**src/rtl/control_sequencer.sv**
```systemverilog
// control_sequencer: fetch/execute sequencer feeding the per-instruction IW decoders.
// Latches the instruction word into I, owns the 2-bit micro-state, the status
// register and the micro-step watchdog, and gates the decoder's control word
// onto the datapath.
//
// Ports:
//   clock, reset_n     rising-edge clock, asynchronous active-low reset
//   instr_in/_valid    instruction word and its valid strobe
//   instr_req          fetch request (combinational, FETCH only)
//   halt               stop at the next instruction boundary (sampled in FETCH)
//   status_in          ALU flags, loaded when control word status_ld=1
//   cw_in              control word from the selected decoder
//   I, state, status   instruction register, micro-state, status to decoders
//   cw_out             gated control word to datapath (combinational)
//   retire             completion pulse (combinational)
//   uop_err            sticky watchdog error
//   halted             sequencer idle in HALT
//
// Optional feature macro SEQ_PERF_CNT_EN adds perf_retired / perf_cycles counters.
module control_sequencer #(
    parameter int unsigned CW_W       = 33,
    parameter int unsigned STATUS_W   = 5,
    parameter int unsigned MAX_USTEPS = 4
) (
    input  logic                clock,
    input  logic                reset_n,
    input  logic [31:0]         instr_in,
    input  logic                instr_valid,
    output logic                instr_req,
    input  logic                halt,
    input  logic [STATUS_W-1:0] status_in,
    input  logic [CW_W-1:0]     cw_in,
    output logic [31:0]         I,
    output logic [1:0]          state,
    output logic [STATUS_W-1:0] status,
    output logic [CW_W-1:0]     cw_out,
    output logic                retire,
    output logic                uop_err,
    output logic                halted
`ifdef SEQ_PERF_CNT_EN
    ,
    output logic [31:0]         perf_retired,
    output logic [31:0]         perf_cycles
`endif
);

    localparam int unsigned STEP_W = (MAX_USTEPS > 1) ? $clog2(MAX_USTEPS) : 1;

    typedef enum logic [1:0] {
        PH_FETCH = 2'd0,
        PH_EXEC  = 2'd1,
        PH_HALT  = 2'd2
    } phase_e;

    phase_e                phase_q, phase_d;
    logic [31:0]           i_q, i_d;
    logic [1:0]            state_q, state_d;
    logic [STATUS_W-1:0]   status_q, status_d;
    logic [STEP_W-1:0]     step_q, step_d;
    logic                  uop_err_q, uop_err_d;
    logic                  watchdog_c;
    logic [1:0]            next_st_c;

    assign next_st_c  = cw_in[1:0];
    // Last allowed step still asks for another micro-state: abort the instruction.
    assign watchdog_c = (phase_q == PH_EXEC) &&
                        (step_q == STEP_W'(MAX_USTEPS - 1)) &&
                        (next_st_c != 2'b00);

    // State register
    always_ff @(posedge clock or negedge reset_n) begin
        if (!reset_n) begin
            phase_q   <= PH_FETCH;
            i_q       <= '0;
            state_q   <= 2'b00;
            status_q  <= '0;
            step_q    <= '0;
            uop_err_q <= 1'b0;
        end else begin
            phase_q   <= phase_d;
            i_q       <= i_d;
            state_q   <= state_d;
            status_q  <= status_d;
            step_q    <= step_d;
            uop_err_q <= uop_err_d;
        end
    end

    // Next-state logic
    always_comb begin
        phase_d   = phase_q;
        i_d       = i_q;
        state_d   = state_q;
        status_d  = status_q;
        step_d    = step_q;
        uop_err_d = uop_err_q;
        case (phase_q)
            PH_FETCH: begin
                // halt wins over a simultaneous instruction arrival
                if (halt) begin
                    phase_d = PH_HALT;
                end else if (instr_valid) begin
                    i_d     = instr_in;
                    state_d = 2'b00;
                    step_d  = '0;
                    phase_d = PH_EXEC;
                end
            end
            PH_EXEC: begin
                if (watchdog_c) begin
                    // Aborted step is fully suppressed, including the status load
                    uop_err_d = 1'b1;
                    state_d   = 2'b00;
                    phase_d   = PH_FETCH;
                end else begin
                    state_d = next_st_c;
                    step_d  = step_q + STEP_W'(1);
                    if (cw_in[2]) begin
                        status_d = status_in;
                    end
                    if (next_st_c == 2'b00) begin
                        phase_d = PH_FETCH;
                    end
                end
            end
            PH_HALT: begin
                if (!halt) begin
                    phase_d = PH_FETCH;
                end
            end
            default: phase_d = PH_FETCH;
        endcase
    end

    // Output logic
    always_comb begin
        instr_req = 1'b0;
        cw_out    = '0;
        retire    = 1'b0;
        case (phase_q)
            PH_FETCH: instr_req = reset_n & ~halt;
            PH_EXEC: begin
                if (!watchdog_c) begin
                    cw_out = cw_in;
                    retire = (next_st_c == 2'b00);
                end
            end
            default: ;
        endcase
    end

    assign I       = i_q;
    assign state   = state_q;
    assign status  = status_q;
    assign uop_err = uop_err_q;
    assign halted  = (phase_q == PH_HALT);

`ifdef SEQ_PERF_CNT_EN
    logic [31:0] perf_retired_q, perf_retired_d;
    logic [31:0] perf_cycles_q, perf_cycles_d;

    // Retire and non-HALT cycle counters, free-running modulo 2^32
    always_comb begin
        perf_retired_d = perf_retired_q + 32'(retire);
        perf_cycles_d  = perf_cycles_q + 32'(phase_q != PH_HALT);
    end

    always_ff @(posedge clock or negedge reset_n) begin
        if (!reset_n) begin
            perf_retired_q <= '0;
            perf_cycles_q  <= '0;
        end else begin
            perf_retired_q <= perf_retired_d;
            perf_cycles_q  <= perf_cycles_d;
        end
    end

    assign perf_retired = perf_retired_q;
    assign perf_cycles  = perf_cycles_q;
`endif

endmodule

```
**config.mk**
```make
export PLATFORM = sky130hd
export DESIGN_NAME = control_sequencer
export DESIGN_NICKNAME = d
export VERILOG_FILES = /design/src/rtl/control_sequencer.sv
export SDC_FILE = /design/constraint.sdc
export NUM_CORES = 1
export LEC_CHECK = 0
export CAP_MARGIN = 20
export CORE_AREA = 8 8 66 124
export CTS_BUF_LIST = sky130_fd_sc_hd__clkbuf_4
export DETAILED_ROUTE_END_ITERATION = 12
export DIE_AREA = 0 0 74 132
export PLACE_DENSITY = 0.76
export RECOVER_POWER = 100
export SYNTH_ARGS = -nofsm -noshare
export SYNTH_HDL_FRONTEND = slang
export SYNTH_SLANG_ARGS = --single-unit
```
**constraint.sdc**
```tcl
create_clock -name clock -period 1.4 [get_ports clock]
set_input_delay 0.28 -clock clock [delete_from_list [all_inputs] [get_ports clock]]
set_output_delay 0.28 -clock clock [all_outputs]
set_load 0.01 [all_outputs]
```
==> Word-level counts from Yosys, hierarchy flattened <==
Cells that the tools add are included.
{ "word_totals": {"reg_bits": 44} }
{ "op_classes": {"add_sub_neg": 1, "eq_ne": 9, "muxes": 17, "n_bitwise": 3, "n_reduce_logical": 12} }
{ "op_table": {"columns": ["cell", "n"], "rows": [
  ["33-bit 2-to-1 mux", 2],
  ["2-bit 2-to-1 mux", 9],
  ["3-bit AND reduction", 4],
  ["2-bit inequality test (second input constant)", 4],
  ["2-bit one-hot mux with 2 select lines", 2],
  ["2-bit one-hot mux with 3 select lines", 1],
  ["2-bit == test (second input constant)", 2],
  ["2-bit zero test", 2],
  ["4-bit AND reduction", 1],
  ["2-bit nonzero test", 2],
  ["1-bit 2-to-1 mux", 3],
  ["3-bit by 2-bit inequality test with 1-bit output (second input constant)", 1],
  ["3-bit inequality test (second input constant)", 1],
  ["2-bit by 1-bit adder with 2-bit output (second input constant)", 1],
  ["2-bit by 1-bit == test with 1-bit output (second input constant)", 1],
  ["1-bit logical AND", 2],
  ["1-bit NOT", 2],
  ["2-bit AND reduction", 1],
  ["1-bit AND", 1]
]} }

==> Logic depth before layout (Yosys ltp) <==
Gate-level depths: netlist of run 1.
{ "logic_depth": {"ltp_word": 5, "mapped_depth": 5, "ltp_nobuf": 4} }

==> Least setup slack after synthesis of run 1 <==
No wires, ideal clock.
{ "synth_path": {"path_kind": "reg-to-reg", "from": "register phase_q[1]", "to": "register i_q[0], in the netlist I[0]", "setup_time_ns": 0.125, "arrival_time_ns": 1.454, "slack_ns": -0.179, "path_stages_with_launch": 4, "path_buffers": 1, "path_cell_list": "dfrtp_1 > nor4b_4 > buf_4 > mux2_2"} }
{ "synth_between": {"elab_chain_cells": 2} }
{ "synth_lines": {"columns": ["element", "line_no", "rtl"], "rows": [
  ["start: declaration", "55", "phase_e phase_q, phase_d;"],
  ["start signal: assignment", "80", "phase_q <= phase_d;"],
  ["2-bit zero test", "97", "case (phase_q)"],
  ["3-bit AND reduction (no source line)", null, null],
  ["end signal: assignment", "81", "i_q <= i_d;"],
  ["end: declaration", "56", "logic [31:0] i_q, i_d;"]
]} }
Every way passes these cells.
A chain may end at the register's enable or synchronous reset.

==> Final worst setup path of run 1 <==
{ "layout_path": {"from": "register step_q[0]", "to": "output port cw_out[3]"} }
{ "layout_between": {"elab_chain_cells": 5} }
{ "layout_lines": {"columns": ["element", "line_no", "rtl"], "rows": [
  ["start: declaration", "59", "logic [STEP_W-1:0] step_q, step_d;"],
  ["start signal: assignment", "84", "step_q <= step_d;"],
  ["2-bit == test", "67", "(step_q == STEP_W'(MAX_USTEPS - 1)) &&"],
  ["1-bit logical AND", "66", "assign watchdog_c = (phase_q == PH_EXEC) &&"],
  ["1-bit logical AND", "67", null],
  ["33-bit 2-to-1 mux", "143", "if (!watchdog_c) begin"],
  ["33-bit 2-to-1 mux", "140", "case (phase_q)"],
  ["end: declaration", "36", "output logic [CW_W-1:0] cw_out,"]
]} }
Every way passes these cells.

==> run metrics, run 1 <==
synth-to-layout area growth=112%; initial DRC count=30; Initial Util=0.298; TritonCTS Buffers=5; CTS Sinks=44; most frequent cells in the layout=clkdlybuf4s50_1 (69), dfrtp_1 (43), dlygate4sd2_1 (42), mux2_4 (38), buf_6 (31); Final Wtd Congestion=around 0.81; PwrDens=1210 nW/um^2; initial antenna violation count=0; final setup fails=78; core box area=6570 um^2; # diodes=0; most common cell after layout, fill and taps aside=clkdlybuf4s50_1; standard-cell rows=42; grt total ovfl=0; fin. max-slew vios=0; largest area contributor in the netlist=dfrtp_1; Critical Path, Cell by Cell=ha_4 -> o21ai_4 -> buf_12 -> buf_8 -> and3_1 -> buf_2; RSZ-0062 raised after global routing=yes; Met1 Wirelength=2770 um; Worst slew margin=0.250; Slew @ Worst Pin=roughly 1100 ps; Die Span Y=around 130 um; Syn Nets=223; via count=~1,900; placed cell count=394; R2R setup slack=-310 ps; count of input and output buffers=149; Fin Hold WS=about 300 ps; Gate Count Post-Synth=148; Worst Skew=10.7 ps; dpl cell area=roughly 3700 um^2; VDD IR max=approximately 0.84 mV; minimum clock period=about 1900 ps; GRT Total Usage=0.164; highest routed layer=met4; Worst setup SP type=flop; crit path max-delay cell type=dfrtp_1; I/O pin count=150; hpwl dp=5740 um; Hold Vio Cnt, Final=0; register bit total from synthesis=44; WP data required=1120 ps; Max Clock Freq=0.532 GHz; CTS tree=built; outcome=finished with violations; via count of the first global-routing pass=2,216; largest net degree at the start of global routing=45; clk buf depth=2; Final Core Density=0.630; mean number of vias per cell=4.58; period utilisation layout=1.34; CTS H-tree lvls=2; Non-Filler Instances=420; failing checks=setup timing; Final Cell Area=4140 um^2; number of max-cap violations=0; Worst-Skew Late Latency=360 ps; synth warn=0; Yosys top cell area share=0.562; Top delay family on crit path=flip-flops; Synth Cell Area=about 2000 um^2; Seq/Total Area, Yosys=0.562; layout cells sized above 1=0.440; die extent in x=~74 um; WL/cell=19.7 um; P_leak=slightly above 0.002 uW; Yosys cell types=21; crit path buf inv count=3; Critical Path Sink Type=primary output; drt first pass iters=4; die footprint=just under 10,000 um^2; first-pass GRT wire length=12,200 um; max incr delay on CP=~440 ps; CP Max Fanout=5; # nets final=407; Root Buffer=clkbuf_4; final WL=8260 um; min-delay worst type=input pin to asynchronous set/reset pin; CTS clk-pin slew, worst paths=~130 ps; routed wl met3=just over 700 um; synth top area cells=dfrtp_1 (56%), mux2_2 (22%), and3_1 (11%); crit path DAT=1600 ps; Critical Setup Path Class=flop to primary output; PnR worst setup slack=-480 ps; Avg Synthesized Cell Area=13.2 um^2; DRC Markers=0; remaining antenna violation count after routing=0; DR WL met2=around 4700 um
[final timing paths]
path,start,endpoint,cells past startpoint
worst min register to register,uop_err$_DFFE_PN0P_,uop_err$_DFFE_PN0P_,1
worst max-delay path,step_q[0]$_DFFE_PN0P_,cw_out[3],6
worst max register to register,step_q[0]$_DFFE_PN0P_,status[0]$_DFFE_PN0P_,7
min in group clock,uop_err$_DFFE_PN0P_,uop_err$_DFFE_PN0P_,1
worst min-delay path,reset_n,I[7]$_DFFE_PN0P_,2
max in group asynchronous,reset_n,phase_q[0]$_DFFE_PN0P_,2
[cells in the mapped netlist]
master	n
ha_1	1
nor4b_1	1
and3_1	33
nand2b_1	2
o21ai_0	1
nor2_1	2
o21bai_1	1
buf_4	3
or2_2	1
nand3_1	1
o21ai_1	1
buf_6	1
o21a_1	1
buf_2	1
nor2b_1	4
dfrtp_1	44
a21oi_1	1
clkbuf_1	6
mux2_2	38
nor4b_4	1
a21o_1	4
[layout make-up]
cell class                      count  area, um^2
Clock inverter                      2        7.51
Sequential cell                    44        1100
Multi-Input combinational cell     93        1080
Fill cell                         538        2430
Clock buffer                        5        37.5
Timing Repair Buffer              188        1800
Tap cell                           88         110
[power by group]
group          leakage (uW)  internal [uW]  switching [uW]  total (uW)
sequential         0.000526           1700             240        1940
combinational       0.00149           1570             943        2510
clock             0.0000261            176             391         567
total               0.00205           3450            1570        5020
[registers in the layout (all words and copies together), names as in the netlist]
signal / flops
step_q: 2
state: 2
phase_q: 2
uop_err: 1
status: 5
I: 32
[what timing repair did]
action                                  in CTS  in global routing
pin swaps                                   16                  7
gates cloned                                 7                  0
endpoints found under the setup margin     117                 79
buffers inserted                            11                  4
hold buffers                                 0                  0
gates resized for setup                    270                 36
[stage by stage]
step / total power, uW / setup WS, ps / TNS (ps)
6_report: 5020 / -480 / -27940
5_1_grt: 5330 / -568 / -31890
4_1_cts: 4990 / -493 / -27510
2_1_floorplan: 2830 / -162 / -4780
3_5_place_dp: 4280 / -779 / -48240
3_3_place_gp: 4220 / -722 / -45600
[metal layers]
metal | global-route usage | up-vias
li1 | - | 892
met1 | 0.147 | 928
met2 | 0.311 | 98
met3 | 0.0572 | 7
met4 | 0.0605 | 0
met5 | 0 | -
[logic make-up after synthesis]
| logic type | share of synthesized area |
|---|---|
| buf+inv | 0.0313 |
| fa+ha+maj | 0.00639 |
| mux | 0.219 |
| simple gates | 0.151 |
| flops | 0.562 |
| compound gates | 0.0307 |
Power figures use the tool's default switching activity.
==> run 2, diff against run 1 <==
--- a/config.mk
+++ b/config.mk
@@ -5,12 +5,13 @@
 export SDC_FILE = /design/constraint.sdc
 export NUM_CORES = 1
 export LEC_CHECK = 0
+export ABC_AREA = 1
 export CAP_MARGIN = 20
-export CORE_AREA = 8 8 66 124
+export CORE_AREA = 8 8 67 126
 export CTS_BUF_LIST = sky130_fd_sc_hd__clkbuf_4
 export DETAILED_ROUTE_END_ITERATION = 12
-export DIE_AREA = 0 0 74 132
-export PLACE_DENSITY = 0.76
+export DIE_AREA = 0 0 75 134
+export PLACE_DENSITY = 0.77
 export RECOVER_POWER = 100
 export SYNTH_ARGS = -nofsm -noshare
 export SYNTH_HDL_FRONTEND = slang
==> run metrics, run 2 <==
Die Span Y=134 um (+1.5%); crit path buf inv count=2 (-1); Hold Vio Cnt, Final=0 (unchanged); R2R setup slack=-110 ps (+200 ps); first-pass GRT wire length=12,000 um (-1.2%); Yosys cell types=23 (+9.5%); number of max-cap violations=0 (unchanged); Final Wtd Congestion=0.781 (-3.7%); via count of the first global-routing pass=2,471 (+12%); Worst-Skew Late Latency=350 ps (about the same); mean number of vias per cell=4.44 (-3.1%); top post-synthesis cells by count=inv_1 (72), nand2_1 (57), dfrtp_1 (44); standard-cell rows=43 (+2.4%); Root Buffer=clkbuf_4; Syn Nets=346 (+55%); clk buf depth=2 (unchanged); minimum clock period=1930 ps (+47.5 ps); die extent in x=75 um (+1.4%); CTS H-tree lvls=2 (unchanged); routing usage on met1=0.168 (+0.0209); period utilisation layout=1.38 (+0.0340); Synth async-reset ratio=1.00 (unchanged); max incr delay on CP=410 ps (-30 ps); Critical Path, Cell by Cell=ha_2 -> o21ai_4 -> nand2_4 -> bufbuf_16 -> nor2_2 -> buf_2; # nets final=540 (+33%); WP depth=6 (unchanged); Synth Cell Area=2170 um^2 (+11%); DRC Markers=0 (unchanged); crit path DAT=1650 ps (+50 ps); grt total ovfl=0 (unchanged); synth warn=0 (unchanged); core box area=6830 um^2 (+4.0%); via count=2,457 (+28%); Avg Synthesized Cell Area=8.01 um^2 (-39%); GR peak layer=met2; grt met3 use=0.0898 (+0.0326); outcome=finished with violations; Main synth FF type=dfrtp_1; EDFF count, synth=0 (unchanged); Worst setup SP type=flop; TritonCTS Buffers=5 (unchanged); placed cell count=523 (+33%); P_leak=0.00244 uW (+19%); cells on worst reg2reg path=7 (unchanged); cts hold-fix bufs=0 (unchanged); Max Clock Freq=0.519 GHz (-2.5%); initial antenna violation count=0 (unchanged); Worst slew margin=0.255 (+0.00480); Seq/Total Area, Yosys=0.507 (-0.0548); met2 usage=0.237 (-0.0741); Critical Path Sink Type=primary output; register bit total from synthesis=44 (unchanged); layout cells sized above 1=0.408 (-0.0316); synth-to-layout area growth=117%; Yosys top cell area share=0.507 (-0.0548); Worst Skew=6.82 ps (-3.87 ps); count of input and output buffers=149 (unchanged); largest net degree at the start of global routing=45 (unchanged); crit path max-delay cell type=dfrtp_1; most common cell after layout, fill and taps aside=clkdlybuf4s50_1; min-delay worst type=input pin to asynchronous set/reset pin; I/O pin count=150 (unchanged); PwrDens=1300 nW/um^2 (+7.1%); CTS tree=built; VDD IR max=0.766 mV (-9.1%); total power=6110 uW (+22%); Slew @ Worst Pin=1120 ps (-7.20 ps); final setup fails=72 (-7.7%); most frequent cells in the layout=clkdlybuf4s50_1 (70), inv_1 (69), dfrtp_1 (44), buf_6 (42), dlygate4sd2_1 (30); RSZ-0062 raised after global routing=yes; drt first pass iters=4 (unchanged); initial DRC count=81 (+170%); # diodes=0 (unchanged); post-place setup slack=-765 ps (+14.1 ps); final WL=9250 um (+12%); Fin Hold WS=312 ps (+17.3 ps); Worst setup startpoint=step_q[0]$_DFFE_PN0P_; Gate Count Post-Synth=271 (+83%); fin. max-slew vios=0 (unchanged); remaining antenna violation count after routing=0 (unchanged); CTS clk-pin slew, worst paths=120 ps (about the same); CTS Sinks=44 (unchanged); GRT Total Usage=0.153 (-0.0108); synth top area cells=dfrtp_1 (51%), inv_1 (12%), nand2_1 (9.9%); CP Max Fanout=7 (+2); Initial Util=0.318 (+0.0194); total negative setup slack=-18,920 ps (+9020 ps); Critical Setup Path Class=flop to primary output; die footprint=10,100 um^2 (+2.9%); PnR worst setup slack=-528 ps (-47.5 ps); largest area contributor in the netlist=dfrtp_1; WL/cell=16.7 um (-15%); WP data required=1120 ps (about the same); most common cell in the netlist=inv_1; R2R Path Start=phase_q[0]$_DFFE_PN0P_; failing checks=setup timing; Non-Filler Instances=553 (+32%); hpwl dp=5780 um (+0.73%); Top delay family on crit path=buffers and inverters; Largest register FFs=32 (unchanged)
-- run 2: changes by cell type in the layout (fill, tap and decap cells not counted), sizes merged, moves of 5 or more --
cell           before  now
clkdlybuf4s15       0   12
nand4               0    5
o21ai               2   33
nand2               0   59
mux2               38    0
nand3               1    8
inv                 0   73
and3               33    0
dlygate4sd2        42   30
nor2                2   36
clkbuf              7   13
-- run 2: through the flow --
step / util / area, um^2
3_5_place_dp: 0.570 / 3890
2_1_floorplan: - / 2170
3_3_place_gp: 0.570 / 3890
5_1_grt: 0.689 / 4710
6_report: 0.689 / 4710
4_1_cts: 0.590 / 4030
-- run 2: cell families after synthesis --
| kind of cell | count (synthesis) | synth area share |
|---|---|---|
| simple gates | 107 | 0.225 |
| flops | 44 | 0.507 |
| buf+inv | 84 | 0.172 |
| compound gates | 35 | 0.0900 |
| fa+ha+maj | 1 | 0.00577 |
-- run 2: what timing repair did --
item | 4_1_cts | 5_1_grt
setup endpoints to repair | 76 | 79
pin swaps | 5 | 11
resized for setup | 236 | 140
buffers inserted | 8 | 9
gates cloned | 3 | 10
-- run 2: path summary, 6_finish.rpt --
check | end
min | I[9]$_DFFE_PN0P_
max reg2reg | I[1]$_DFFE_PN0P_
min in group clock | I[31]$_DFFE_PN0P_
max | cw_out[7]
max in group asynchronous | I[5]$_DFFE_PN0P_
min reg2reg | status[2]$_DFFE_PN0P_
-- run 2: per-layer routing --
metal / vias to the layer above / wire length (um)
li1: 1181 / -
met1: 1131 / 3450
met2: 139 / 4480
met3: 6 / 1230
met4: 0 / 87
met5: - / 0
-- run 2: layout make-up --
class	instances	area (um^2)
repair buffers	197	2050
clock buffers	5	37.5
well taps	90	113
fillers	540	2120
inverters	73	279
multi-input cells	144	1130
flip-flops and latches	44	1100
-- run 2: report_power, final --
part           switching [uW]  internal, uW
clock network             390           169
registers                 383          1760
logic                    1570          1840
==> variant 1 (flow settings as in run 2) <==
Set the parameter `CW_W` to 29 (it was 33).
--- a/src/rtl/control_sequencer.sv
+++ b/src/rtl/control_sequencer.sv
@@ -18,7 +18,7 @@
 //
 // Optional feature macro SEQ_PERF_CNT_EN adds perf_retired / perf_cycles counters.
 module control_sequencer #(
-    parameter int unsigned CW_W       = 33,
+    parameter int unsigned CW_W       = 29,
     parameter int unsigned STATUS_W   = 5,
     parameter int unsigned MAX_USTEPS = 4
 ) (
Ports: changed (resized cw_in and cw_out); port bits go from 150 to 142. The function was not compared with the original's and may differ.
==> variant 1 against run 2 <==
- the run still ends with negative setup slack left
- sequential cell count unchanged
- combinational power fell by 6.2%
- first-iteration DRC count down 27%
- wire length decreased by 8.3%
- count of clock-buffer cells in the layout did not move
- critical path depth is the same
- clock skew grew 1.2 ps
- synthesized area down 4.4%
- power rose by 2.7%
- design area down 5.4%
- global-route usage fell by 1.7 points
- worst setup slack gained 58 ps
- critical path type unchanged
- critical endpoint is now cw_out[10]
==> variant 1: results (changes against run 2) <==
* Dominant synthesized flop cell: dfrtp_1
* Initial DRC count at 59 (-27%)
* ANT cells at 0 (unchanged)
* Min-Delay Path Class: in -> async
* I/O Buffers at 141 (-5.4%)
* Worst-path fanout max at 13 (+6)
* Setup TNS at -13770 ps (+5157 ps)
* Top post-synthesis cells by area: dfrtp_1 53%, inv_1 12%, nand2_1 10%
* H-tree depth reported by CTS at 2 (unchanged)
* Synth cell types at 19 (-17%)
* Synth Net Count at 334 (-3.5%)
* Grt met1 use at 14.09% (-2.7 points)
* Worst-skew pair later-pin latency at 370 ps (+20 ps)
* Total Nets Final at 521 (-3.5%)
* Post-synthesis sequential area ratio at 53.08% (+2.3 points)
* Initial antenna violation count at 0 (unchanged)
* Root buffer cell: clkbuf_4
* First-pass GRT wire length at 10560 um (-12%)
* Final WS setup at -470.1 ps (+57.81 ps)
* Via count at 2365 (-3.7%)
* Slowest-stage cell, CP: dfrtp_1
* Pleak at 2.329 nW (-4.7%)
* Worst endpoint data arrival time at 1590 ps (-60 ps)
* Crit path largest cell delay at 400 ps
* Post-synth top cells: 67 x inv_1, 58 x nand2_1, 44 x dfrtp_1, 21 x nor2_1, 21 x o21ai_1
* CTS buffer count at 5 (unchanged)
* Number of global-route vias before repair at 2251 (-8.9%)
* Clock Path Buffers at 2 (unchanged)
* Gpl congestion at 0.7093 (-9.1%)
* Final-layout fill cell count at 588 (+8.9%)
* Max reg flops at 32 (unchanged)
* Setup-failing EPs final at 53 (-26%)
* Layout cells sized above 1 at 39.78% (-1.0 points)
* Maximum VDD drop at 1.036 mV (+35%)
* Largest net degree at the start of global routing at 45 (unchanged)
* DRT Pass-1 Iters at 4 (unchanged)
* Worst-margin pin slew at 1116 ps (-1.688 ps)
* Routing usage on met2 at 20.65% (-3.0 points)
* GRT Total Usage at 13.62% (-1.7 points)
* Worst slack, placed at -732.9 ps (+32.40 ps)
* Status: finished, violations left
* Failing checks: negative setup slack
* CTS clk-pin slew, worst paths at approximately 130 ps
* GRT met3 Usage at 9.873% (+0.90 points)
* Async SR Flop Fraction at 100.0% (unchanged)
* Routed wire length per instance at 15.71 um (-6.1%)
* Hpwl dp at 5329 um (-7.9%)
* Clock skew at 7.972 ps (+1.152 ps)
* Synth warnings at 0 (unchanged)
-- variant 1: changes by cell type in the layout (fill, tap and decap cells not counted), moves of 3 or more --
| cell | change |
|---|---|
| buf_2 | +9 |
| buf_4 | +8 |
| buf_6 | -17 |
| clkdlybuf4s15_1 | +10 |
| clkdlybuf4s50_1 | -3 |
| dlygate4sd2_1 | -14 |
| inv_1 | -5 |
| nand2_1 | +3 |
| nor2_2 | +6 |
| nor2_4 | -12 |
-- variant 1: area by class of cell --
cell class | instances | share of cell area (%)
tap | 90 | 2.528
multi-input combinational | 140 | 23.12
timing repair buffer | 190 | 41.57
inverter | 69 | 5.871
clock buffer | 5 | 0.8427
clock inverter | 2 | 1.348
sequential | 44 | 24.72
-- variant 1: where the power goes --
part           switching, mW  leakage, nW  internal [mW]  total (mW)
clock network          0.417       0.0513          0.546       0.964
registers              0.360        0.553           1.76        2.12
logic                   1.47         1.72           1.72        3.20
total                   2.25         2.33           4.03        6.28
-- variant 1: cell families after synthesis --
group	count (synthesis)	share of synthesized area (%)
compound gates	35	8.686
fa+ha+maj	1	0.6030
buf+inv	80	16.28
flops	44	53.08
simple gates	103	21.35
-- variant 1: per-stage QoR --
step | instance area [sq um] | cells
floorplan | 2074 | 263
global placement | 3720 | 505
detailed placement | 3720 | 505
CTS | 3804 | 522
global route | 4454 | 540
finish | 4454 | 540
-- variant 1: worst max-delay path, delay by kind of cell, from the launching register on --
kind            cells  cell delay, ps
fa+ha+maj           1             210
simple gates        2             200
compound gates      1              80
buf+inv             2             320
flops               1             400
-- variant 1: worst paths after layout --
kind,startpoint,end,slack (ps),cells past startpoint
max in group asynchronous,reset_n,I[18],430,2
min in group clock,instr_in[11],I[11],420,3
worst max-delay path,step_q[0],cw_out[10],-470,6
worst min-delay path,reset_n,I[3],300,2
worst min register to register,status[3],status[3],480,2
worst max register to register,phase_q[0],I[13],-50,7
-- variant 1: routing by layer --
layer / wire length (um) / up-vias / share of wire [%]
li1: - / 1154 / -
met1: 3030 / 1067 / 36
met2: 4010 / 137 / 47
met3: 1322 / 7 / 16
met4: 117 / 0 / 1.4
met5: 0 / - / 0
-- variant 1: what timing repair did --
item                                   4_1_cts  5_1_grt
setup buffers                                8       11
endpoints found under the hold margin        0        0
cloned                                       2        9
gates resized for setup                    182      163
setup endpoints to repair                   72       77
pin swaps                                    4        4
==> variant 2 (flow settings as in run 2) <==
Made on the original files. Re-encode `phase_e` (3 values) as one-hot, 3 bits wide.
--- a/src/rtl/control_sequencer.sv
+++ b/src/rtl/control_sequencer.sv
@@ -46,10 +46,10 @@
 
     localparam int unsigned STEP_W = (MAX_USTEPS > 1) ? $clog2(MAX_USTEPS) : 1;
 
-    typedef enum logic [1:0] {
-        PH_FETCH = 2'd0,
-        PH_EXEC  = 2'd1,
-        PH_HALT  = 2'd2
+    typedef enum logic [2:0] {
+        PH_FETCH = 3'b001,
+        PH_EXEC  = 3'b010,
+        PH_HALT  = 3'b100
     } phase_e;
 
     phase_e                phase_q, phase_d;
Behaviour: same outputs for any inputs over 10 cycles, from zero or initial values and one cycle with reset_n low; not proved beyond that.
==> variant 2 against run 2 <==
- the flow still finishes with violations (negative setup slack)
- synthesized area grew 1.9%
- count of clock-buffer cells in the layout grew 1
- worst setup slack gained 90 ps
- design area shrank 2.5%
- register-to-register slack lost 170 ps
- power grew 10%
- sequential cell count grew 1
- wire length shrank 11%
==> variant 2: results (changes against run 2) <==
* Min-Delay Path Class: in -> async
* CTS clk-pin slew, worst paths at 140 ps (+20 ps)
* First-pass GRT wire length at 12020 um (+0.11%)
* GRT Total Usage at 15.27% (-0.057 points)
* Worst slack, placed at -777.0 ps (-11.72 ps)
* Worst-path fanout max at 6 (-1)
* Largest net degree at the start of global routing at 46 (+2.2%)
* Top post-synthesis cells by area: dfrtp_1 50%, inv_1 13%, nand2_1 11%
* ANT cells at 0 (unchanged)
* Max reg flops at 32 (unchanged)
* Maximum VDD drop at 1.022 mV (+33%)
* Cell Area, Placed at 3951 sq um (+1.5%)
* Max_slew headroom at 24.64% (-0.87 points)
* Post-synth top cells: 74 x inv_1, 65 x nand2_1, 44 x dfrtp_1, 32 x nor2_1, 15 x o21ai_1
* Worst endpoint data arrival time at 1560 ps (-90 ps)
* Pleak at 2.442 nW (about the same)
* H-tree depth reported by CTS at 2 (unchanged)
* Clock Path Buffers at 2 (unchanged)
* Gpl congestion at 0.6957 (-11%)
* Routed wire length per instance at 14.45 um (-14%)
* Storage element area at 1127 sq um (+2.4%)
* Async SR Flop Fraction at 100.0% (unchanged)
* Setup-failing EPs final at 73 (+1.4%)
* Synth Net Count at 356 (+2.9%)
* Synth warnings at 0 (unchanged)
* Dominant synthesized flop cell: dfrtp_1
* Final WS setup at -437.8 ps (+90.18 ps)
* Synth cell types at 23 (unchanged)
* Clock skew at 12.92 ps (+6.098 ps)
* Worst-skew pair later-pin latency at 370 ps (+20 ps)
* CTS buffer count at 5 (unchanged)
* Status: finished, violations left
* Layout cells sized above 1 at 34.58% (-6.2 points)
* Routed vias/inst at 4.358 (-1.9%)
* Number of global-route vias before repair at 2488 (+0.69%)
* Final-layout fill cell count at 588 (+8.9%)
* Root buffer cell: clkbuf_4
* Failing checks: negative setup slack
* Total Nets Final at 557 (+3.1%)
* Initial DRC count at 62 (-23%)
* Hpwl dp at 5703 um (-1.4%)
* DRT Pass-1 Iters at 4 (unchanged)
* Post-synthesis sequential area ratio at 50.99% (+0.24 points)
[variant 2: stage by stage]
| step | power [mW] | hold WS [ps] | setup TNS (ps) | std cells |
|---|---|---|---|---|
| detailed placement | 5.334 | 450.4 | -30380 | 536 |
| CTS | 6.183 | 10.94 | -20210 | 557 |
| floorplan | 3.436 | -15.59 | -913.1 | 281 |
| finish | 6.730 | 262.7 | -20440 | 573 |
| global placement | 5.265 | 448.0 | -28990 | 536 |
| global route | 7.228 | 350.9 | -25940 | 573 |
[variant 2: what timing repair did]
action | in CTS | in global routing
resized for setup | 228 | 98
setup buffers | 8 | 15
pin swaps | 5 | 5
cloned | 6 | 1
setup endpoints to repair | 110 | 99
[variant 2: cell type report]
| type | instances | share of cell area [%] |
|---|---|---|
| clock buffers | 6 | 0.9809 |
| repair buffers | 203 | 43.05 |
| multi-input cells | 151 | 21.85 |
| clock inverters | 2 | 0.8447 |
| well taps | 90 | 2.452 |
| inverters | 76 | 6.267 |
| flip-flops and latches | 45 | 24.55 |
[variant 2: per-layer routing]
metal	share of wire (%)	wire length, um	global-route usage, %	vias to the layer above
li1	-	-	-	1213
met1	37	3044	17.20	1143
met2	47	3904	23.31	133
met3	15	1205	8.901	8
met4	1.5	123	4.615	0
met5	0	0	0	-
[variant 2: logic make-up after synthesis]
logic type | after synthesis | share of synthesized area, %
buffers and inverters | 86 | 16.81
AO/OA/AOI/OAI | 34 | 8.772
AND/OR/NAND/NOR | 115 | 22.86
flip-flops | 45 | 50.99
adder cells (fa/ha/maj) | 1 | 0.5658
[variant 2: worst max-delay path, stage by stage (launching register included)]
cell	delay, ps
dfrtp_1	410
nor2_2	130
nand2_2	90
inv_4	110
nand2_8	80
buf_8	150
nor2_2	80
buf_2	140
[variant 2: worst paths after layout]
kind                                   end  slack, ps        start  cells past startpoint
max in group asynchronous            I[20]        440      reset_n                      2
worst max register to register        I[7]       -280   phase_q[0]                     10
min in group clock                    I[3]        420  instr_in[3]                      3
worst min-delay path                  I[4]        260      reset_n                      2
worst min register to register    state[0]        490     state[0]                      2
worst max-delay path            cw_out[10]       -440   phase_q[2]                      7
[variant 2: power by group]
group / switching (mW) / internal [mW] / total, mW
logic: 1.74 / 1.99 / 3.74
registers: 0.298 / 1.86 / 2.16
clock network: 0.436 / 0.400 / 0.836
